==> config.mk <==
export PLATFORM = sky130hd
export DESIGN_NAME = ace_ccu_snoop_resp
export DESIGN_NICKNAME = d
export VERILOG_FILES = /design/src/rtl/ace_ccu_pkg.sv /design/src/rtl/fifo_v3.sv /design/src/rtl/ace_ccu_snoop_resp.sv
export SDC_FILE = /design/constraint.sdc
export NUM_CORES = 1
export LEC_CHECK = 0
export ABC_AREA = 1
export CELL_PAD_IN_SITES_DETAIL_PLACEMENT = 1
export CELL_PAD_IN_SITES_GLOBAL_PLACEMENT = 2
export CORE_AREA = 2 2 87 89
export CTS_BUF_LIST = sky130_fd_sc_hd__clkbuf_8
export DETAILED_ROUTE_END_ITERATION = 12
export DIE_AREA = 0 0 89 91
export PLACE_DENSITY = 0.74
export SYNTH_ARGS = -nofsm -noshare
export SYNTH_HDL_FRONTEND = slang
export SYNTH_SLANG_ARGS = --single-unit
==> constraint.sdc <==
create_clock -name clk_i -period 2 [get_ports clk_i]
set_clock_uncertainty 0.05 [all_clocks]
set_input_delay 0.4 -clock clk_i [delete_from_list [all_inputs] [get_ports clk_i]]
set_output_delay 0.4 -clock clk_i [all_outputs]
set_load 0.02 [all_outputs]
==> src/rtl/ace_ccu_pkg.sv <==
// Shared constants for the ACE CCU snoop-response path: CRRESP bit positions and FSM states.
package ace_ccu_pkg;

  localparam int unsigned CrRespW        = 5;
  localparam int unsigned CrDataTransfer = 0;
  localparam int unsigned CrError        = 1;
  localparam int unsigned CrPassDirty    = 2;
  localparam int unsigned CrIsShared     = 3;
  localparam int unsigned CrWasUnique    = 4;

  typedef enum logic [1:0] {
    Idle    = 2'd0,
    Collect = 2'd1,
    Resp    = 2'd2
  } state_e;

endpackage

==> src/rtl/fifo_v3.sv <==
// Synchronous FIFO (common-cells fifo_v3 style, registered head, no fall-through).
module fifo_v3 #(
  parameter int unsigned DATA_WIDTH = 32,
  parameter int unsigned DEPTH      = 8,
  parameter type         dtype      = logic [DATA_WIDTH-1:0],
  localparam int unsigned ADDR_DEPTH = (DEPTH > 1) ? $clog2(DEPTH) : 1
) (
  input  logic                  clk_i,
  input  logic                  rst_ni,
  input  logic                  flush_i,
  output logic                  full_o,
  output logic                  empty_o,
  output logic [ADDR_DEPTH-1:0] usage_o,
  input  dtype                  data_i,
  input  logic                  push_i,
  output dtype                  data_o,
  input  logic                  pop_i
);

  localparam logic [ADDR_DEPTH-1:0] LastPtr = ADDR_DEPTH'(DEPTH - 1);

  dtype                  mem_q [DEPTH];
  logic [ADDR_DEPTH-1:0] read_ptr_q, write_ptr_q;
  logic [ADDR_DEPTH:0]   status_cnt_q;
  logic                  do_push, do_pop;

  assign full_o  = (status_cnt_q == (ADDR_DEPTH + 1)'(DEPTH));
  assign empty_o = (status_cnt_q == '0);
  assign usage_o = status_cnt_q[ADDR_DEPTH-1:0];
  assign data_o  = mem_q[read_ptr_q];
  assign do_push = push_i & ~full_o;
  assign do_pop  = pop_i & ~empty_o;

  // Pointers wrap explicitly so non-power-of-two depths work.
  function automatic logic [ADDR_DEPTH-1:0] next_ptr(input logic [ADDR_DEPTH-1:0] p);
    return (p == LastPtr) ? '0 : p + 1'b1;
  endfunction

  always_ff @(posedge clk_i or negedge rst_ni) begin
    if (!rst_ni) begin
      read_ptr_q   <= '0;
      write_ptr_q  <= '0;
      status_cnt_q <= '0;
    end else if (flush_i) begin
      read_ptr_q   <= '0;
      write_ptr_q  <= '0;
      status_cnt_q <= '0;
    end else begin
      if (do_push) write_ptr_q <= next_ptr(write_ptr_q);
      if (do_pop)  read_ptr_q  <= next_ptr(read_ptr_q);
      case ({do_push, do_pop})
        2'b10:   status_cnt_q <= status_cnt_q + 1'b1;
        2'b01:   status_cnt_q <= status_cnt_q - 1'b1;
        default: status_cnt_q <= status_cnt_q;
      endcase
    end
  end

  always_ff @(posedge clk_i) begin
    if (do_push) mem_q[write_ptr_q] <= data_i;
  end

endmodule

==> src/rtl/ace_ccu_snoop_resp.sv <==
// Collects per-master snoop CR responses for each queued ctrl entry and emits one merged CRRESP.
// Optional collect timeout is enabled by defining ACE_CCU_SNOOP_RESP_TIMEOUT_EN.
module ace_ccu_snoop_resp
  import ace_ccu_pkg::*;
#(
  parameter int unsigned NumInp        = 2,
  parameter int unsigned NumOup        = 4,
  parameter int unsigned CtrlDepth     = 4,
  parameter int unsigned TimeoutCycles = 1024,
  localparam int unsigned IdxW         = (NumInp > 1) ? $clog2(NumInp) : 1,
  parameter type         ctrl_t        = logic [NumOup+IdxW-1:0]
) (
  input  logic                            clk_i,
  input  logic                            rst_ni,
  input  logic                            ctrl_valid_i,
  output logic                            ctrl_ready_o,
  input  ctrl_t                           ctrl_i,
  input  logic [NumOup-1:0]               cr_valids_i,
  output logic [NumOup-1:0]               cr_readies_o,
  input  logic [NumOup-1:0][CrRespW-1:0]  cr_resps_i,
  output logic                            cr_valid_o,
  input  logic                            cr_ready_i,
  output logic [CrRespW-1:0]              cr_resp_o,
  output logic [IdxW-1:0]                 cr_idx_o,
  output logic                            timeout_o
);

  localparam int unsigned CtrlW  = NumOup + IdxW;
  localparam int unsigned UsageW = (CtrlDepth > 1) ? $clog2(CtrlDepth) : 1;

  // Every handshake (ctrl, per-master CR, merged CR) transfers on a rising edge where
  // valid && ready; a valid, once raised, holds its payload stable until accepted.
  logic [CtrlW-1:0]   ctrl_bits, head;
  logic [NumOup-1:0]  head_sel;
  logic [IdxW-1:0]    head_idx;
  logic               fifo_full, fifo_empty, fifo_push, fifo_pop;
  logic [UsageW-1:0]  unused_usage;

  state_e             state_q;
  logic [NumOup-1:0]  pending_q, pending_d, cr_hs;
  logic [CrRespW-1:0] acc_q, acc_d;
  logic [IdxW-1:0]    idx_q;

  assign ctrl_bits    = ctrl_i;
  assign head_sel     = head[CtrlW-1:IdxW];
  assign head_idx     = head[IdxW-1:0];
  assign ctrl_ready_o = ~fifo_full;
  assign fifo_push    = ctrl_valid_i & ctrl_ready_o;
  assign fifo_pop     = (state_q == Idle) & ~fifo_empty;

  fifo_v3 #(
    .DATA_WIDTH (CtrlW),
    .DEPTH      (CtrlDepth)
  ) i_ctrl_fifo (
    .clk_i   (clk_i),
    .rst_ni  (rst_ni),
    .flush_i (1'b0),
    .full_o  (fifo_full),
    .empty_o (fifo_empty),
    .usage_o (unused_usage),
    .data_i  (ctrl_bits),
    .push_i  (fifo_push),
    .data_o  (head),
    .pop_i   (fifo_pop)
  );

  assign cr_readies_o = (state_q == Collect) ? pending_q : '0;
  assign cr_hs        = cr_valids_i & cr_readies_o;

  always_comb begin
    acc_d     = acc_q;
    pending_d = pending_q & ~cr_hs;
    for (int j = 0; j < NumOup; j++) begin
      if (cr_hs[j]) acc_d = acc_d | cr_resps_i[j];
    end
  end

  assign cr_valid_o = (state_q == Resp);
  assign cr_resp_o  = acc_q;
  assign cr_idx_o   = idx_q;

`ifdef ACE_CCU_SNOOP_RESP_TIMEOUT_EN
  localparam int unsigned CntW = $clog2(TimeoutCycles + 1);
  logic [CntW-1:0] cnt_q;
  logic            timeout_q;
  assign timeout_o = timeout_q;
`else
  logic unused_timeout_cfg;
  assign unused_timeout_cfg = ^TimeoutCycles;
  assign timeout_o = 1'b0;
`endif

  always_ff @(posedge clk_i or negedge rst_ni) begin
    if (!rst_ni) begin
      state_q   <= Idle;
      pending_q <= '0;
      acc_q     <= '0;
      idx_q     <= '0;
`ifdef ACE_CCU_SNOOP_RESP_TIMEOUT_EN
      cnt_q     <= '0;
      timeout_q <= 1'b0;
`endif
    end else begin
`ifdef ACE_CCU_SNOOP_RESP_TIMEOUT_EN
      timeout_q <= 1'b0;
`endif
      unique case (state_q)
        Idle: begin
          if (!fifo_empty) begin
            pending_q <= head_sel;
            idx_q     <= head_idx;
            acc_q     <= '0;
`ifdef ACE_CCU_SNOOP_RESP_TIMEOUT_EN
            cnt_q     <= '0;
`endif
            state_q   <= (head_sel == '0) ? Resp : Collect;
          end
        end
        Collect: begin
          pending_q <= pending_d;
          acc_q     <= acc_d;
          if (pending_d == '0) begin
            state_q <= Resp;
          end
`ifdef ACE_CCU_SNOOP_RESP_TIMEOUT_EN
          else if (cnt_q == CntW'(TimeoutCycles - 1)) begin
            // Give up on silent masters: flag Error so the initiator sees a failed snoop.
            pending_q <= '0;
            acc_q     <= acc_d | CrRespW'(1 << CrError);
            timeout_q <= 1'b1;
            state_q   <= Resp;
          end else begin
            cnt_q <= cnt_q + 1'b1;
          end
`endif
        end
        Resp: begin
          if (cr_ready_i) state_q <= Idle;
        end
        default: state_q <= Idle;
      endcase
    end
  end

endmodule
==> results.ini, run 1 <==
[run_status]
status = completed

[sta]
period_needed_ps = 1939
setup_viol_count_final = 0
fmax_mhz = 515.6
fin_ws_ps = 60.64
hold_viol_final = 0
finalMaxSlewViolations = 0
rsz0062_at_grt = no
finalSetupTns_ps = 0
period_share_pct = 96.97

[die]
initial_core_util_pct = 27.51
core_region_area_um2 = 7137
rows = 31
io_pins = 46
chipWidth_um = 89
die_h_um = 91
die_area_um2 = 8099

[yosys]
synth_commonest_cells = 43 x nand2_1, 20 x edfxtp_1, 19 x dfrtp_1
yosysTopAreaCell = edfxtp_1
ys_seq_area_share_pct = 54.81
syn_area_per_cell_um2 = 9.718
synth_nets = 242
synthTopCellsByArea = edfxtp_1 31%, dfrtp_1 24%, nand2_1 8.2%
yosysMostFrequentCell = nand2_1
synth_top_area_share_pct = 30.59
synth_seq_cells = 39
ys.flop_type = edfxtp_1
async_flop_share_pct = 48.72
ys_types = 29
synthCells = 202
yosysWarnings = 0
synth_enable_flop_cells = 20
synth.cell_area_um2 = 1963

[clock_tree]
clkLatencyLatePin_ps = 290
cts_tree = built
root_buffer = clkbuf_8
postCtsSetupBuffers = 0
cts_sinks = 39
numCtsBuffers = 5
cts_buffer_depth = 2
cts.clk_slew.worst_paths_ps = 80
cts-htree-levels = 2

[worst_setup_path]
regToRegStartpoint = state_q[0]
critPathKind = reg2out
crit_end = ctrl_ready_o
cp-end-kind = output pin
crit_family = buffers and inverters
worstPathArrival_ps = 1490
cpPeakStageDelay_ps = 610
critPathLaunchType = register
rrSetupSlack_ps = 120
crit_slowest_cell = clkdlybuf4s50_1
cp_cell_sequence = inv_1 > nand3_2 > clkdlybuf4s50_1
worstPathMaxFanout = 3
critPathBufInv = 2
r2r_cells = 7
worstSetupPathDepth = 3
worst_r2r_endpoint = i_ctrl_fifo.status_cnt_q[2]
required_ps = 1550
cp-startpoint = i_ctrl_fifo.status_cnt_q[0]

[global_route]
grt_start_max_net_pins = 20
grt_pass1_vias = 1688
antenna_found_initial = 0
grt_use_total_pct = 12.34
grt_pass1_wl_mm = 7.776
gr-total-overflow = 0

[power]
p_leak_uw = 0.001113
p_int_uw = 2336
p_sw_uw = 1639
power.share.switching_pct = 41.23
power_frac_comb_pct = 50.3
p_seq_share_pct = 33.4
peakVddDrop_v = 0.0003848
power_frac_clock_pct = 16.3
powerDensity_nw_per_um2 = 1467

[drt]
drtPass1Iterations = 4
drc_errors = 0
wl_mm = 4.670
drt_first_iter_violations = 31
routed-via-count = 1581
wl_per_cell_um = 12.90
ant_nets = 0
drt-vias-per-instance = 4.367

[placement]
place_inst = 354
port-buffer-count = 44
dpl.hpwl_mm = 3.644
pre_cts_ws_ps = -2.900
place_congestion = 0.7212

[run]
maxCapViolCount = 0

[cells_and_area]
area_growth_pct = 38.05
finish.utilization_pct = 37.97
layout.cells.non_filler = 362
num-fill-cells = 864
drive_gt1_share_pct = 14.45
diodes = 0
finalNetCount = 302

[worst_hold_path]
hold_class = in2async

how the worst min path moves through the flow:
stage / start / end / slack, ps / depth (start not counted)
3_5_place_dp: cr_resp_o[4] / cr_resp_o[4] / 440 / 2
2_1_floorplan: rst_ni / cr_idx_o / 50 / 0
5_1_grt: rst_ni / cr_resp_o[3] / 420 / 2
4_1_cts: rst_ni / i_ctrl_fifo.read_ptr_q[0] / 410 / 2
3_3_place_gp: cr_resp_o[4] / cr_resp_o[4] / 430 / 2
6_report: rst_ni / i_ctrl_fifo.read_ptr_q[1] / 400 / 2
cell usage in the layout, fill, tap and decap left out, drive strengths merged, types with 5 or more instances in the layout:
cell type	n
nand4	5
clkinv	7
o21ai	13
clkdlybuf4s50	39
a21oi	10
inv	18
edfxtp	20
buf	13
nor2	22
dfrtp	19
ha	6
a22oi	7
nor3	5
clkbuf	5
nand2	45
nand3	16
state kept, by name (all words and copies together), names as in the netlist:
signal,flops
i_ctrl_fifo.read_ptr_q,2
i_ctrl_fifo.write_ptr_q,2
pending_q,4
i_ctrl_fifo.status_cnt_q,3
cr_idx_o,1
state_q,2
cr_resp_o,5
i_ctrl_fifo.mem_q,20
worst reg2reg max path, delay by kind of cell (launching register included):
kind | cells | cell delay [ps]
flops | 1 | 480
simple gates | 1 | 250
compound gates | 2 | 240
fa+ha+maj | 2 | 560
buf+inv | 1 | 50
xor+xnor | 1 | 130
cells by family after synthesis:
group / share of synthesized area, %
DFF: 54.81
xor gates and xnor gates: 0.8925
buffers and inverters: 5.927
AOI/OAI and AO/OA: 9.624
and+or+nand+nor: 23.71
adders and majority gates: 4.844
other: 0.1910
what timing repair did:
action,CTS,global route
endpoints found under the setup margin,5,4
hold buffers,0,0
resized for setup,5,4
through the flow:
stage | cell area [µm²] | total power [µW] | hold WS (ps)
after CTS | 2705 | 4049 | 406.1
after detailed placement | 2604 | 3411 | 438.2
after global routing | 2710 | 4354 | 420.5
after global placement | 2604 | 3366 | 433.3
final | 2710 | 3975 | 395.6
after floorplan | 1971 | 2665 | 54.41
cell type report:
type | count | area, µm² | area share, %
Clock buffer | 5 | 68.82 | 2.539
Clock inverter | 3 | 38.79 | 1.431
Inverter | 23 | 87.58 | 3.232
Multi-Input combinational cell | 136 | 778.2 | 28.72
Sequential cell | 39 | 1076 | 39.70
Tap cell | 99 | 123.9 | 4.571
Timing Repair Buffer | 57 | 536.8 | 19.81
routing by layer:
metal  global-route usage, %  share of wire [%]  vias up
met5                       0                  0        -
met4                   3.731                1.0        0
met3                   3.364                4.6        5
met2                   20.40                 50       33
met1                   15.56                 45      742
li1                        -                  -      801
power by group through the flow:
| stage | clock [µW] | combinational, µW | sequential, µW |
|---|---|---|---|
| floorplan | 0 | 1280 | 1390 |
| global placement | 0 | 2030 | 1340 |
| detailed placement | 0 | 2060 | 1350 |
| CTS | 675 | 2040 | 1330 |
| global route | 707 | 2280 | 1370 |
| finish | 650 | 2000 | 1330 |
No activity file was read; power rests on OpenSTA's default activity.
==> inputs of run 2 (changes only) <==
SLEW_MARGIN = 20   (was unset)
==> results of run 2 <==
Final layout, timing and power as in run 1 (identical DEF).
==> variant (config.mk and constraints of run 2) <==
Encoding of `state_e`: now one-hot (3 bits for 3 states).
--- a/src/rtl/ace_ccu_pkg.sv
+++ b/src/rtl/ace_ccu_pkg.sv
@@ -10,6 +10,6 @@
 
-  typedef enum logic [1:0] {
-    Idle    = 2'd0,
-    Collect = 2'd1,
-    Resp    = 2'd2
+  typedef enum logic [2:0] {
+    Idle    = 3'b001,
+    Collect = 3'b010,
+    Resp    = 3'b100
   } state_e;
Function: same outputs for any inputs over 10 cycles, from zero or initial values and one cycle with rst_ni low; not proved beyond that.
==> variant against run 2 <==
  * Critical path type is now reg -> reg
  * Count of clock-buffer cells in the layout stayed put
  * Design area increased by 5.1%
  * Utilization rose by 1.9 points
  * Wire length rose by 7.5%
  * Power is 4.7% lower
  * Sequential cell count increased by 1
  * Synthesized area up 4.5%
  * Maximum frequency grew 0.50%
  * Setup slack improved by 0.0097 ns
==> variant: results (changes against run 2) <==
| Metric | Value |
|---|---|
| Outcome | `complete, no violations (unchanged)` |
| Share of layout cells above drive strength 1 | `0.1544 (was 0.1445)` |
| H-tree Lvls | `2 (unchanged)` |
| Async SR Flop Fraction | `0.5000 (was 0.4872)` |
| Final GP Congestion | `0.7541 (was 0.7212)` |
| Combinational gate power | `1.84 mW (was 2.00 mW)` |
| Largest net degree at the start of global routing | `21 (was 20)` |
| CP top delay family | `flip-flops (was buffers and inverters)` |
| Setup Crit Path Kind | `reg -> reg (was reg -> out)` |
| Pre-CTS setup slack | `0.01082 ns (was -0.002900 ns)` |
| Post-Syn Nets | `271 (was 242)` |
| # placed instances | `389 (was 354)` |
| Reg2reg start | `state_q[0]$_DFFE_PN1P_ (was state_q[0]$_DFFE_PN0P_)` |
| Total track usage | `0.1348 (was 0.1234)` |
| Synth Area in Compound Gates | `0.08786 (was 0.09624)` |
| Mean Syn Cell Area | `8.878 sq um (was 9.718 sq um)` |
| Fraction of the mapped netlist area in adder cells | `0.04637 (was 0.04844)` |
| Slowest stage delay, CP | `0.56 ns (was 0.61 ns)` |
| Worst Reg-to-Reg Cells | `10 (was 7)` |
| Number of global-route vias before repair | `1733 (was 1688)` |
| Postcts setup bufs | `0 (unchanged)` |
| Sequential power | `between 1 and 1.5 mW` |
| DRT Pass-1 Iters | `3 (was 4)` |
| Post-CTS sizing | `6 (was 5)` |
| First-pass GRT wire length | `8307 microns (was 7776 microns)` |
| Critical path's slowest cell | `dfstp_2 (was clkdlybuf4s50_1)` |
| XOR/XNOR Fraction of Synth Area | `0.008542 (was 0.008923)` |
| Synth area leaders | `edfxtp_1 (29%), dfrtp_1 (23%), nand2_1 (8.2%) (was edfxtp_1 (31%), dfrtp_1 (24%), nand2_1 (8.2%))` |
| Switching share of total power | `0.3956 (was 0.4123)` |
| Post-DR wirelength/cell | `12.64 microns (was 12.90 microns)` |
| 1st-iter DRT viols | `36 (was 31)` |
| WL final | `5020 microns (was 4670 microns)` |
| FF/Latch Area | `1102 sq um (was 1076 sq um)` |
| Synth cell count leaders | `nand2_1 (45), inv_1 (40), nor2_1 (24), nand3_1 (22), edfxtp_1 (20) (was nand2_1 (43), edfxtp_1 (20), dfrtp_1 (19), nor2_1 (18), nand3_1 (16))` |
| CP arrival | `2.06 ns (was 1.49 ns)` |
| DPL Wire Length | `3903 microns (was 3644 microns)` |
| WHS | `0.4106 ns (was 0.3956 ns)` |
| Placed cell area | `2746 sq um (was 2604 sq um)` |
| Syn. warnings | `0 (unchanged)` |
| DR vias/cell | `4.290 (was 4.367)` |
| Sequential fraction of the synthesis area | `0.5375 (was 0.5481)` |
| Net load switching power | `1.498 mW (was 1.639 mW)` |
| Net count, final | `337 (was 302)` |
| Fillers | `852 (was 864)` |
| Setup ws final | `0.07034 ns (was 0.06064 ns)` |
| Worst VDD drop | `0.5852 mV (was 0.3848 mV)` |
| Total CTS buffers | `5 (unchanged)` |
| Pleak | `1.312 nW (was 1.113 nW)` |
| Initial antenna violation count | `0 (unchanged)` |
variant: changes by cell type after synthesis, moves of 4 or more:
cell / before / now
a22oi_1: 7 / 0
clkinv_1: 4 / 0
inv_1: 14 / 40
inv_2: 4 / 0
nand3_1: 16 / 22
nand3b_1: 0 / 6
nand4_1: 5 / 1
nor2_1: 18 / 24
nor2_4: 4 / 0
o21ai_0: 4 / 14
o21ai_1: 9 / 0
variant: cell type report:
type | count | area share
repair buffers | 63 | 0.2012
clock buffers | 5 | 0.02417
well taps | 99 | 0.04350
clock inverters | 3 | 0.01318
inverters | 40 | 0.05360
multi-input cells | 147 | 0.2772
flip-flops and latches | 40 | 0.3871
variant: per-layer routing:
layer	share of wire	track usage	vias up
li1	-	-	875
met1	0.47	0.1755	779
met2	0.46	0.2195	43
met3	0.050	0.03364	6
met4	0.019	0.03980	0
met5	0	0	-
